`src/rtl/serial_sub_pkg.sv`:
```
// Shared types and constants for the bit-serial subtractor.
// The SERIAL_SUB_OVF_EN macro enables the signed overflow output.
package serial_sub_pkg;

    localparam int WIDTH = 8;
    localparam int CNT_W = 3;

    typedef enum logic [1:0] {
        IDLE = 2'd0,
        RUN  = 2'd1,
        DONE = 2'd2
    } state_e;

    // Signed overflow of a - b, judged from the operand and result sign bits.
    function automatic logic sub_ovf(input logic a_msb, input logic b_msb, input logic d_msb);
        return (a_msb != b_msb) && (d_msb != a_msb);
    endfunction

endpackage

```
`src/rtl/serial_subtractor_if.sv`:
```
// Request/result bundle for serial_subtractor.
// The overflow signal exists only when SERIAL_SUB_OVF_EN is defined.
interface serial_subtractor_if;
    import serial_sub_pkg::*;

    logic             start;
    logic [WIDTH-1:0] A;
    logic [WIDTH-1:0] B;
    logic             borrow_in;
    logic             busy;
    logic             done;
    logic [WIDTH-1:0] Y;
    logic             borrow_out;
`ifdef SERIAL_SUB_OVF_EN
    logic             overflow;

    modport master (output start, A, B, borrow_in,
                    input  busy, done, Y, borrow_out, overflow);
    modport slave  (input  start, A, B, borrow_in,
                    output busy, done, Y, borrow_out, overflow);
`else
    modport master (output start, A, B, borrow_in,
                    input  busy, done, Y, borrow_out);
    modport slave  (input  start, A, B, borrow_in,
                    output busy, done, Y, borrow_out);
`endif

endinterface

```
`src/rtl/full_subtractor.sv`:
```
// One-bit full subtractor cell: d = a - b - bin, with borrow out.
module full_subtractor (
    input  logic a,
    input  logic b,
    input  logic bin,
    output logic d,
    output logic bout
);

    assign d    = a ^ b ^ bin;
    assign bout = (~a & b) | (~(a ^ b) & bin);

endmodule

```
`src/rtl/serial_subtractor.sv`:
```
// Bit-serial 8-bit subtractor: one bit per cycle, LSB first, through a single
// full_subtractor cell. SERIAL_SUB_OVF_EN adds a registered signed-overflow flag.
module serial_subtractor
    import serial_sub_pkg::*;
(
    input  logic                clk,
    input  logic                reset,
    serial_subtractor_if.slave  bus
);

    localparam logic [1:0]       S_IDLE   = IDLE;
    localparam logic [1:0]       S_RUN    = RUN;
    localparam logic [1:0]       S_DONE   = DONE;
    localparam logic [CNT_W-1:0] LAST_BIT = CNT_W'(WIDTH - 1);

    logic [1:0]       state;
    logic [CNT_W-1:0] cnt;
    logic [WIDTH-1:0] a_sr;
    logic [WIDTH-1:0] b_sr;
    logic [WIDTH-2:0] d_sr;
    logic             bin_q;
    logic             d_bit;
    logic             bout_bit;
    logic [WIDTH-1:0] y_q;
    logic             bo_q;
`ifdef SERIAL_SUB_OVF_EN
    logic             ovf_q;
`endif

    full_subtractor u_cell (
        .a    (a_sr[0]),
        .b    (b_sr[0]),
        .bin  (bin_q),
        .d    (d_bit),
        .bout (bout_bit)
    );

    // Control and visible results; the result registers move only on the last bit.
    always_ff @(posedge clk) begin
        if (reset) begin
            state <= S_IDLE;
            cnt   <= '0;
            y_q   <= '0;
            bo_q  <= 1'b0;
`ifdef SERIAL_SUB_OVF_EN
            ovf_q <= 1'b0;
`endif
        end else begin
            case (state)
                S_IDLE: begin
                    if (bus.start) begin
                        state <= S_RUN;
                        cnt   <= '0;
                    end
                end
                S_RUN: begin
                    cnt <= cnt + 1'b1;
                    if (cnt == LAST_BIT) begin
                        state <= S_DONE;
                        y_q   <= {d_bit, d_sr};
                        bo_q  <= bout_bit;
`ifdef SERIAL_SUB_OVF_EN
                        // On the last bit the shifters present the operand sign bits.
                        ovf_q <= sub_ovf(a_sr[0], b_sr[0], d_bit);
`endif
                    end
                end
                S_DONE:  state <= S_IDLE;
                default: state <= S_IDLE;
            endcase
        end
    end

    // Operand shifters and partial difference; no reset needed, loaded on start.
    always_ff @(posedge clk) begin
        if (state == S_IDLE && bus.start) begin
            a_sr  <= bus.A;
            b_sr  <= bus.B;
            bin_q <= bus.borrow_in;
        end else if (state == S_RUN) begin
            a_sr  <= {1'b0, a_sr[WIDTH-1:1]};
            b_sr  <= {1'b0, b_sr[WIDTH-1:1]};
            bin_q <= bout_bit;
            d_sr  <= {d_bit, d_sr[WIDTH-2:1]};
        end
    end

    assign bus.busy       = (state == S_RUN);
    assign bus.done       = (state == S_DONE);
    assign bus.Y          = y_q;
    assign bus.borrow_out = bo_q;
`ifdef SERIAL_SUB_OVF_EN
    assign bus.overflow   = ovf_q;
`endif

endmodule

```
`src/flat_wrapper.sv`:
```
// flat-port wrapper written by rule: the top's interface ports become plain ports
module serial_subtractor_flat import serial_sub_pkg::*;
  (clk, reset, bus_start, bus_A, bus_B, bus_borrow_in, bus_busy, bus_done, bus_Y, bus_borrow_out);
  serial_subtractor_if bus_i ();
  input  logic clk;
  input  logic reset;
  input wire logic [$bits(bus_i.start)-1:0] bus_start;
  input wire logic [$bits(bus_i.A)-1:0] bus_A;
  input wire logic [$bits(bus_i.B)-1:0] bus_B;
  input wire logic [$bits(bus_i.borrow_in)-1:0] bus_borrow_in;
  output wire logic [$bits(bus_i.busy)-1:0] bus_busy;
  output wire logic [$bits(bus_i.done)-1:0] bus_done;
  output wire logic [$bits(bus_i.Y)-1:0] bus_Y;
  output wire logic [$bits(bus_i.borrow_out)-1:0] bus_borrow_out;
  assign bus_i.start = bus_start;
  assign bus_i.A = bus_A;
  assign bus_i.B = bus_B;
  assign bus_i.borrow_in = bus_borrow_in;
  assign bus_busy = bus_i.busy;
  assign bus_done = bus_i.done;
  assign bus_Y = bus_i.Y;
  assign bus_borrow_out = bus_i.borrow_out;
  serial_subtractor u_core (.clk(clk), .reset(reset), .bus(bus_i));
endmodule
```
`config.mk`:
```
export PLATFORM = sky130hd
export DESIGN_NAME = serial_subtractor_flat
export DESIGN_NICKNAME = d
export VERILOG_FILES = /design/src/rtl/serial_sub_pkg.sv /design/src/rtl/serial_subtractor_if.sv /design/src/rtl/full_subtractor.sv /design/src/rtl/serial_subtractor.sv /design/src/flat_wrapper.sv
export SDC_FILE = /design/constraint.sdc
export NUM_CORES = 1
export LEC_CHECK = 0
export CAP_MARGIN = 10
export CELL_PAD_IN_SITES_DETAIL_PLACEMENT = 0
export CELL_PAD_IN_SITES_GLOBAL_PLACEMENT = 1
export CORE_MARGIN = 4
export CORE_UTILIZATION = 30
export CTS_CLUSTER_SIZE = 8
export DETAILED_ROUTE_END_ITERATION = 12
export PLACE_DENSITY = 0.69
export SYNTH_ARGS = -nofsm -noshare
export SYNTH_HDL_FRONTEND = slang
export SYNTH_SLANG_ARGS = --single-unit
```
`constraint.sdc`:
```
create_clock -name clk -period 1.75 [get_ports clk]
set_input_delay 0.4375 -clock clk [delete_from_list [all_inputs] [get_ports clk]]
set_output_delay 0.4375 -clock clk [all_outputs]
set_load 0.005 [all_outputs]
```
; Word level (Yosys, flattened, before mapping)
; Index checks and enable logic that the tools add are counted.
[op_classes]
addsub = 1
eq_ne = 5
muxes = 11
n_bitwise = 8
reduce_logical = 8
[ops]
columns = cell, n
row1 = $mux W8, 4
row2 = $reduce_and A2 Y1, 4
row3 = $pmux W3 S2, 1
row4 = $mux W2, 2
row5 = $pmux W2 S2, 1
row6 = $reduce_bool A2 Y1, 2
row7 = $add A3 B1 Y3 const B, 1
row8 = $eq A3 B3 Y1 const B, 1
row9 = $mux W3, 1
row10 = $not A1 Y1, 3
row11 = $and A1 B1 Y1, 2
row12 = $eq A2 B1 Y1 const B, 1
row13 = $eq A2 B2 Y1 const B, 1
row14 = $logic_not A2 Y1, 1
row15 = $mux W1, 2
row16 = $ne A2 B1 Y1 const B, 1
row17 = $ne A2 B2 Y1 const B, 1
row18 = $xor A1 B1 Y1, 2
row19 = $logic_and A1 B1 Y1, 1
row20 = $or A1 B1 Y1, 1
[word_totals]
reg_bits = 38
in_bits = 20

; Logic depth before layout (Yosys ltp)
; Gate-level depths: netlist (run 1).
[logic_depth]
depth_word = 6
depth_mapped = 5
ltp_nobuf = 4

; By module
; Synthesis (run 1) repeated with hierarchy kept, for this count alone.
[unflattened]
cells_unflattened = 109
hier_area_um2 = 1605.3
[by_module_without_submodules]
columns = mod, n_inst, cells_per_inst, area_each_um2
row1 = serial_subtractor, 1, 105, 1574.0
row2 = full_subtractor, 1, 4, 31.3

; Worst setup path before layout (run 1)
; No wires, ideal clock.
[synth_path]
path_type = input port to flip-flop
from = input port bus_start
to = register u_core.a_sr[0] (data pin)
setup_time_ns = 0.260
arrival_time_ns = 1.265
t_required_ns = 1.490
slack_ns = 0.224
stages = 3
path_buffers = 1
cell_sequence = nor3b_4 -> buf_8 -> mux2_4
[synth_between]
elab_chain_len = 2
[synth_rtl]
columns = element, line
row1 = start: declaration, flat_wrapper.sv:7  ; input wire logic [$bits(bus_i.start)-1:0] bus_start;
row2 = $logic_and A1 B1 Y1, serial_subtractor.sv:76  ; if (state == S_IDLE && bus.start) begin
row3 = $mux W8, serial_subtractor.sv:76
row4 = end signal: assignment, serial_subtractor.sv:77  ; a_sr <= bus.A;
row5 = end signal: assignment, serial_subtractor.sv:81  ; a_sr <= {1'b0, a_sr[WIDTH-1:1]};
row6 = end: declaration, serial_subtractor.sv:18  ; logic [WIDTH-1:0] a_sr;
; Every way passes these cells.
; A chain may end at the register's enable or synchronous reset.

; Worst setup path after layout (run 1)
[layout_path]
from = input port bus_start
to = register u_core.a_sr[6] (data pin)
; Same word-level chain as after synthesis.

==> results of run 1 <==
[kinds of logic after synthesis]
| kind of cell | after synthesis |
|---|---|
| flops | 38 |
| buf+inv | 7 |
| mux | 24 |
| compound gates | 5 |
| fa+ha+maj | 3 |
| simple gates | 32 |
[final timing paths]
kind	endpoint	start	slack, ns	cells after the start
setup / recovery	u_core.a_sr[6]	bus_start	0.09	4
hold / removal	u_core.d_sr[5]	u_core.d_sr[6]	0.46	0
hold reg to reg	u_core.d_sr[5]	u_core.d_sr[6]	0.46	0
setup reg to reg	u_core.a_sr[6]	u_core.state[0]	0.24	4
[per-stage QoR]
stage / instance area (um2) / TNS (ns)
after floorplan: 1630 / 0
after detailed placement: 2070 / -2.72
final: 2160 / 0
after global routing: 2160 / 0
after CTS: 2160 / 0
after global placement: 2070 / -2.25
[area by class of cell]
class / count / area, um2 / area share
Inverter: 3 / 11.3 / 0.00522
Tap cell: 70 / 87.6 / 0.0406
Clock buffer: 7 / 86.3 / 0.0400
Multi-Input combinational cell: 64 / 586 / 0.271
Clock inverter: 1 / 5.00 / 0.00232
Timing Repair Buffer: 36 / 380 / 0.176
Sequential cell: 38 / 1000 / 0.464
[registers in the layout, summed over array words and instances, names as in the netlist]
register               cells
u_core.a_sr                8
u_core.b_sr                8
u_core.bus.Y               8
u_core.d_sr                7
u_core.cnt                 3
u_core.state               2
u_core.bin_q               1
u_core.bus.borrow_out      1
[routing by layer]
metal,up-vias,part of all wire,GRT usage
li1,463,-,-
met4,0,0.015,0.0399
met1,441,0.42,0.0990
met5,-,0,0
met2,28,0.49,0.171
met3,8,0.073,0.0373
[power by group]
part / total [mW] / switching [mW] / internal [mW]
Combinational: 0.215 / 0.0764 / 0.138
Sequential: 1.06 / 0.0247 / 1.04
Clock: 0.606 / 0.289 / 0.318
[worst reg2reg max path, delay by kind of cell (launching register included)]
kind,cells,cell delay [ns]
flops,1,0.33
simple gates,1,0.23
buf+inv,2,0.35
mux,1,0.34
[synth_stat cells]
master and n:
sky130_fd_sc_hd__edfxtp_1 24, sky130_fd_sc_hd__nand2b_1 19, sky130_fd_sc_hd__dfxtp_1 14, sky130_fd_sc_hd__mux2i_1 9, sky130_fd_sc_hd__mux2_2 8, sky130_fd_sc_hd__mux2_4 7
sky130_fd_sc_hd__nor2b_1 5, sky130_fd_sc_hd__and2_1 3, sky130_fd_sc_hd__inv_1 3, sky130_fd_sc_hd__o2bb2ai_1 3, sky130_fd_sc_hd__clkbuf_1 2, sky130_fd_sc_hd__ha_1 2
sky130_fd_sc_hd__nor2_1 2, sky130_fd_sc_hd__a21oi_1 1, sky130_fd_sc_hd__and2b_1 1, sky130_fd_sc_hd__and3b_1 1, sky130_fd_sc_hd__buf_4 1, sky130_fd_sc_hd__buf_8 1
sky130_fd_sc_hd__fa_1 1, sky130_fd_sc_hd__nor3b_4 1, sky130_fd_sc_hd__o21ba_2 1
[timing repair]
action                                  CTS  global route
endpoints found under the setup margin    2             0
gates resized for setup                   4             0
buffers inserted                          0             0
hold buffers                              0             0
[layout by cell type, fill, tap and decap left out, types with 2 or more instances in the layout]
master	n
sky130_fd_sc_hd__nor2_1	2
sky130_fd_sc_hd__buf_12	3
sky130_fd_sc_hd__buf_4	3
sky130_fd_sc_hd__o2bb2ai_1	3
sky130_fd_sc_hd__nor2b_1	4
sky130_fd_sc_hd__mux2_4	7
sky130_fd_sc_hd__clkbuf_8	6
sky130_fd_sc_hd__mux2_2	8
sky130_fd_sc_hd__inv_1	3
sky130_fd_sc_hd__edfxtp_1	24
sky130_fd_sc_hd__mux2i_1	9
sky130_fd_sc_hd__dfxtp_1	13
sky130_fd_sc_hd__dlygate4sd2_1	2
sky130_fd_sc_hd__and2_1	3
sky130_fd_sc_hd__nand2b_1	19
sky130_fd_sc_hd__clkdlybuf4s50_1	28
sky130_fd_sc_hd__ha_1	2
==> results.sh, run 1 <==
export IMPL_run_status="complete, no violations"
export IMPL_cts_num_sinks=38
export IMPL_yosys_area_top_type_share=0.443
export IMPL_fp_dieArea_um2=6660
export IMPL_initial_core_util=0.314
export IMPL_timing_clock_skew_ns=0.00645
export IMPL_postRouteWirelength_um=2770
export IMPL_critical_path_peak_fanout=17
export IMPL_grt_max_degree=22
export IMPL_place_inst=211
export IMPL_postSynthAreaPerCell_um2=14.9
export IMPL_rows=26
export IMPL_hold_path_class="reg2reg"
export IMPL_finish_utilization=0.417
export IMPL_setup_viol_count_final=0
export IMPL_timing_final_crit_share=0.951
export IMPL_ir_drop_mv=0.469
export IMPL_buf_inv_stages_crit_path=2
export IMPL_root_buffer="sky130_fd_sc_hd__clkbuf_8"
export IMPL_h_tree_depth=2
export IMPL_n_antenna_cell=0
export IMPL_clkSlewWorstSetupHoldPaths_ns=0.07
export IMPL_power_per_cell_area_nw_per_um2=872
export IMPL_antenna_violations_before_repair=0
export IMPL_grt_pass1_wl_um=4800
export IMPL_post_synth_instance_area_um2=1630
export IMPL_tightestPinTransition_ns=0.329
export IMPL_drc=0
export IMPL_synth_largest_area_cell="sky130_fd_sc_hd__edfxtp_1"
export IMPL_synth_xor_xnor_area_share=0
export IMPL_flow_area_growth_from_synthesis_pct=32.8
export IMPL_timing_critical_path_required_ns=1.79
export IMPL_drt_antenna_violating_nets=0
export IMPL_timing_final_ws_setup_ns=0.0856
export IMPL_first_global_vias=1065
export IMPL_die_w_um=81.6
export IMPL_finish_cell_count_without_fillers=219
export IMPL_num_vias=940
export IMPL_maxCapViolCount=0
export IMPL_cts_path_max_buffers=2
export IMPL_period_minus_slack_ns=1.66
export IMPL_critical_path_max_stage_delay_ns=0.49
export IMPL_die_h_um=81.6
export IMPL_yosysWarningCount=0
export IMPL_max_clock_freq_mhz=601
export IMPL_cell_count_after_synthesis=109
export IMPL_power_leakage_nw=0.801
export IMPL_io_pin_count=31
export IMPL_path_delay_family="buffers and inverters"
export IMPL_synth_fp_nets=132
export IMPL_worstPathArrival_ns=1.70
export IMPL_timing_critical_path_slowest_stage_cell="sky130_fd_sc_hd__clkdlybuf4s50_1"
export IMPL_fin_nets=171
export IMPL_globalRoute_totalOverflow=0
export IMPL_dpl_worst_slack_ns=-0.216
export IMPL_postSynthRegisterBits=38
export IMPL_finalHoldViolCount=0
export IMPL_slew_violations=0
export IMPL_vias_per_cell=4.29
export IMPL_synthAdderAreaFrac=0.0277
export IMPL_gp_congestion=0.681
export IMPL_n_fill_cell=480
export IMPL_synth_simple_gate_area_frac=0.130
export IMPL_grt_setup_unrepaired="no"
export IMPL_slew_headroom=0.780
export IMPL_clk_latency_ns=0.29
export IMPL_hpwlAfterDp_um=2000
export IMPL_synth_top_family_by_area="multiplexers"
export IMPL_drt_iter0_markers=19
export IMPL_core_region_area_um2=5170
export IMPL_yosys_cell_types_count=21
export IMPL_setup_worst_path_class="in2reg"
export IMPL_cts_buffers=5
export IMPL_wire_per_inst_um=12.7
export IMPL_synth_top_cells_by_area="sky130_fd_sc_hd__edfxtp_1 (44%), sky130_fd_sc_hd__dfxtp_1 (17%), sky130_fd_sc_hd__nand2b_1 (7.3%)"
export IMPL_yosysSeqAreaShare=0.616
export IMPL_setup_worst_path_start_class="input port"
export IMPL_grtUsageTotal=0.0954
export IMPL_drive_gt1_frac=0.215
export IMPL_synth_area_in_compound_gates=0.0254
export IMPL_detailedRoute_firstPassIterationCount=2
export IMPL_final_hold_worst_slack_ns=0.455
export IMPL_endpoint_kind="register"
export IMPL_io_buffer_count=30
export IMPL_synth_mux_area_fraction=0.176
export IMPL_timing_critical_path_cells="clkdlybuf4s50_1, nor3b_4, buf_12, mux2_2"
export IMPL_post_layout_total_power_mw=1.88
export IMPL_cts_tree="built"
Note: power is estimated with default switching activity, not from simulation.
==> run 2, diff against run 1 <==
--- a/config.mk
+++ b/config.mk
@@ -5,6 +5,7 @@
 export SDC_FILE = /design/constraint.sdc
 export NUM_CORES = 1
 export LEC_CHECK = 0
+export ABC_AREA = 1
 export CAP_MARGIN = 10
 export CELL_PAD_IN_SITES_DETAIL_PLACEMENT = 0
 export CELL_PAD_IN_SITES_GLOBAL_PLACEMENT = 1
@@ -12,7 +13,8 @@
 export CORE_UTILIZATION = 30
 export CTS_CLUSTER_SIZE = 8
 export DETAILED_ROUTE_END_ITERATION = 12
-export PLACE_DENSITY = 0.69
+export PLACE_DENSITY = 0.72
 export SYNTH_ARGS = -nofsm -noshare
 export SYNTH_HDL_FRONTEND = slang
+export SYNTH_HIERARCHICAL = 1
 export SYNTH_SLANG_ARGS = --single-unit
==> constraint.sdc (replaced) <==
create_clock -name clk -period 2.1 [get_ports clk]
set_input_delay 0.525 -clock clk [delete_from_list [all_inputs] [get_ports clk]]
set_output_delay 0.525 -clock clk [all_outputs]
set_load 0.005 [all_outputs]
==> run 2 against run 1 <==
Worst setup slack improved by 0.12 ns. Register-to-register slack improved by 0.63 ns. Power decreased by 11%. Wire length increased by 0.61%. Sequential share of layout area increased by 0.87 points. Final area decreased by 2.0%. Sequential power decreased by 16%. Highest routed layer unchanged.
==> results.sh, run 2 <==
export IMPL_clk_latency_ns=0.29
export IMPL_yosys_cell_types_count=18
export IMPL_post_synth_top_count_cell="sky130_fd_sc_hd__nand2_1"
export IMPL_worstHoldEndpoint="u_core/d_sr[4]"
export IMPL_first_global_vias=1078
export IMPL_h_tree_depth=2
export IMPL_fin_nets=208
export IMPL_io_pin_count=31
export IMPL_post_synth_instance_area_um2=1600
export IMPL_timing_setup_tns_ns=0
export IMPL_die_h_um=80.9
export IMPL_post_cts_setup_buffer_count=0
export IMPL_finish_cell_count_without_fillers=256
export IMPL_wire_per_inst_um=10.9
export IMPL_yosys_area_top_type_share=0.452
export IMPL_antenna_violations_before_repair=0
export IMPL_maxCapViolCount=0
export IMPL_post_layout_total_power_mw=1.68
export IMPL_setup_worst_path_start_class="register"
export IMPL_length_in_cells_of_the_worst_reg_to_reg_path=5
export IMPL_synth_top_cells_by_area="sky130_fd_sc_hd__edfxtp_1 (45%), sky130_fd_sc_hd__dfxtp_1 (18%), sky130_fd_sc_hd__nand2_1 (6.6%)"
export IMPL_power_per_cell_area_nw_per_um2=793
export IMPL_final_common_cell="sky130_fd_sc_hd__clkdlybuf4s50_1"
export IMPL_synth_edff_count=24
export IMPL_detailedRoute_firstPassIterationCount=3
export IMPL_fp_dieArea_um2=6550
export IMPL_total_area_of_multi_input_combinational_cells_um2=464
export IMPL_timing_final_crit_share=0.900
export IMPL_grt_max_degree=34
export IMPL_grtUsageTotal=0.0953
export IMPL_run_status="complete, no violations"
export IMPL_postSynthAreaPerCell_um2=10.8
export IMPL_cts_buffers=5
export IMPL_cts_tree="built"
export IMPL_r2r_start="u_core/cnt[0]"
export IMPL_drt_iter0_markers=63
export IMPL_die_w_um=80.9
export IMPL_period_minus_slack_ns=1.89
export IMPL_synth_async_sr_flop_share=0
export IMPL_timing_critical_path_required_ns=1.57
export IMPL_num_vias=1059
export IMPL_postSynth_topFlopCell="sky130_fd_sc_hd__edfxtp_1"
export IMPL_core_region_area_um2=5140
export IMPL_setup_viol_count_final=0
export IMPL_worst_hold_startpoint="u_core/d_sr[5]"
export IMPL_routed_top_layer="met4"
export IMPL_hpwlAfterDp_um=1850
export IMPL_critical_path_peak_fanout=4
export IMPL_initial_core_util=0.310
export IMPL_timing_final_ws_setup_ns=0.210
export IMPL_synth_fp_nets=171
export IMPL_wl_met1_um=1330
export IMPL_finish_utilization=0.412
export IMPL_synth_largest_area_cell="sky130_fd_sc_hd__edfxtp_1"
export IMPL_timing_clock_skew_ns=0.00722
export IMPL_postRouteWirelength_um=2790
export IMPL_finalHoldViolCount=0
export IMPL_drc=0
export IMPL_max_clock_freq_mhz=529
export IMPL_critical_path_max_stage_delay_ns=0.51
export IMPL_drive_gt1_frac=0.194
export IMPL_flow_area_growth_from_synthesis_pct=32.6
export IMPL_hold_path_class="reg2reg"
export IMPL_slew_violations=0
export IMPL_met2_length_um=1200
export IMPL_reg_to_reg_critical_path_endpoint="u_core/bus.Y[2]"
export IMPL_grt_setup_unrepaired="no"
export IMPL_timing_critical_path_cells="inv_2, nor2_1, clkdlybuf4s50_1"
export IMPL_place_inst=248
export IMPL_clkSlewWorstSetupHoldPaths_ns=0.08
export IMPL_synth_commonest_cells="sky130_fd_sc_hd__nand2_1 (28), sky130_fd_sc_hd__edfxtp_1 (24), sky130_fd_sc_hd__inv_1 (23), sky130_fd_sc_hd__o21ai_1 (15), sky130_fd_sc_hd__dfxtp_1 (14)"
export IMPL_vias_per_cell=4.14
export IMPL_cts_resized=0
export IMPL_n_antenna_cell=0
export IMPL_timing_critical_path_slowest_stage_cell="sky130_fd_sc_hd__clkdlybuf4s50_1"
export IMPL_yosysSeqAreaShare=0.627
export IMPL_yosysWarningCount=6
export IMPL_drt_antenna_violating_nets=0
export IMPL_layout_cells_most_common_list="sky130_fd_sc_hd__clkdlybuf4s50_1 (30), sky130_fd_sc_hd__nand2_1 (28), sky130_fd_sc_hd__edfxtp_1 (24)"
export IMPL_grt_pass1_wl_um=4730
export IMPL_globalRoute_totalOverflow=0
export IMPL_setup_worst_path_class="reg2out"
export IMPL_routed_length_on_met3_um=193
export IMPL_io_buffer_count=30
export IMPL_tightestPinTransition_ns=0.281
export IMPL_hold_buf_count_cts=0
export IMPL_postSynthRegisterBits=38
export IMPL_gp_congestion=0.706
export IMPL_endpoint_kind="output port"
export IMPL_min_path_cells=0
export IMPL_area_of_all_sequential_standard_cells_um2=1000
export IMPL_n_fill_cell=538
export IMPL_root_buffer="sky130_fd_sc_hd__clkbuf_8"
export IMPL_cell_count_after_synthesis=148
export IMPL_cts_num_sinks=38
export IMPL_worstPathArrival_ns=1.36
export IMPL_cts_path_max_buffers=2
export IMPL_slew_headroom=0.811
export IMPL_rows=26
export IMPL_ff2ff_setup_slack_ns=0.87
export IMPL_power_leakage_nw=0.810
export IMPL_ir_drop_mv=0.367
export IMPL_dpl_worst_slack_ns=0.307
-- run 2: power by group --
group          total [mW]  switching (mW)  internal, mW  leakage [nW]
sequential          0.889          0.0212         0.868         0.354
clock               0.619           0.264         0.355        0.0590
combinational       0.168          0.0879        0.0806         0.398
total                1.68           0.373          1.30         0.810
-- run 2: worst max path at each step --
stage / start / end / slack [ns] / cells after the start
after global placement: bus_start / u_core/a_sr[4] / 0.29 / 4
final: u_core/state[1] / bus_done / 0.21 / 3
after global routing: u_core/state[1] / bus_done / 0.11 / 3
after CTS: u_core/state[1] / bus_done / 0.19 / 3
after detailed placement: bus_start / u_core/a_sr[5] / 0.31 / 4
after floorplan: bus_start / u_core/a_sr[0] / 0.67 / 2
-- run 2: per-layer routing --
layer / GRT usage / vias to the layer above
met5: 0 / -
met4: 0.0507 / 0
met1: 0.118 / 463
met3: 0.0322 / 8
met2: 0.147 / 33
li1: - / 555
-- run 2: area by class of cell --
type | instances | area share
inverters | 25 | 0.0444
clock inverters | 3 | 0.0201
well taps | 70 | 0.0414
repair buffers | 36 | 0.169
flip-flops and latches | 38 | 0.473
multi-input cells | 79 | 0.219
clock buffers | 5 | 0.0325
-- run 2: per-stage QoR --
step,area (um2),hold slack (ns)
5_1_grt,2120,0.483
3_5_place_dp,2000,0.449
3_3_place_gp,2000,0.437
4_1_cts,2120,0.468
6_report,2120,0.465
2_1_floorplan,1600,0.427
-- run 2: cells by family (layout without fill, tap and decap cells) --
family / Yosys count / count (layout) / share of synthesized area
and+or+nand+nor: 47 / 47 / 0.151
DFF: 38 / 38 / 0.627
buffers and inverters: 31 / 69 / 0.0816
AOI/OAI and AO/OA: 29 / 29 / 0.112
adders and majority gates: 3 / 3 / 0.0282
-- run 2: critical path, delay by kind of cell (launching register included) --
family / cells / cell delay, ns
buffers and inverters: 2 / 0.59
DFF: 1 / 0.39
and+or+nand+nor: 1 / 0.10
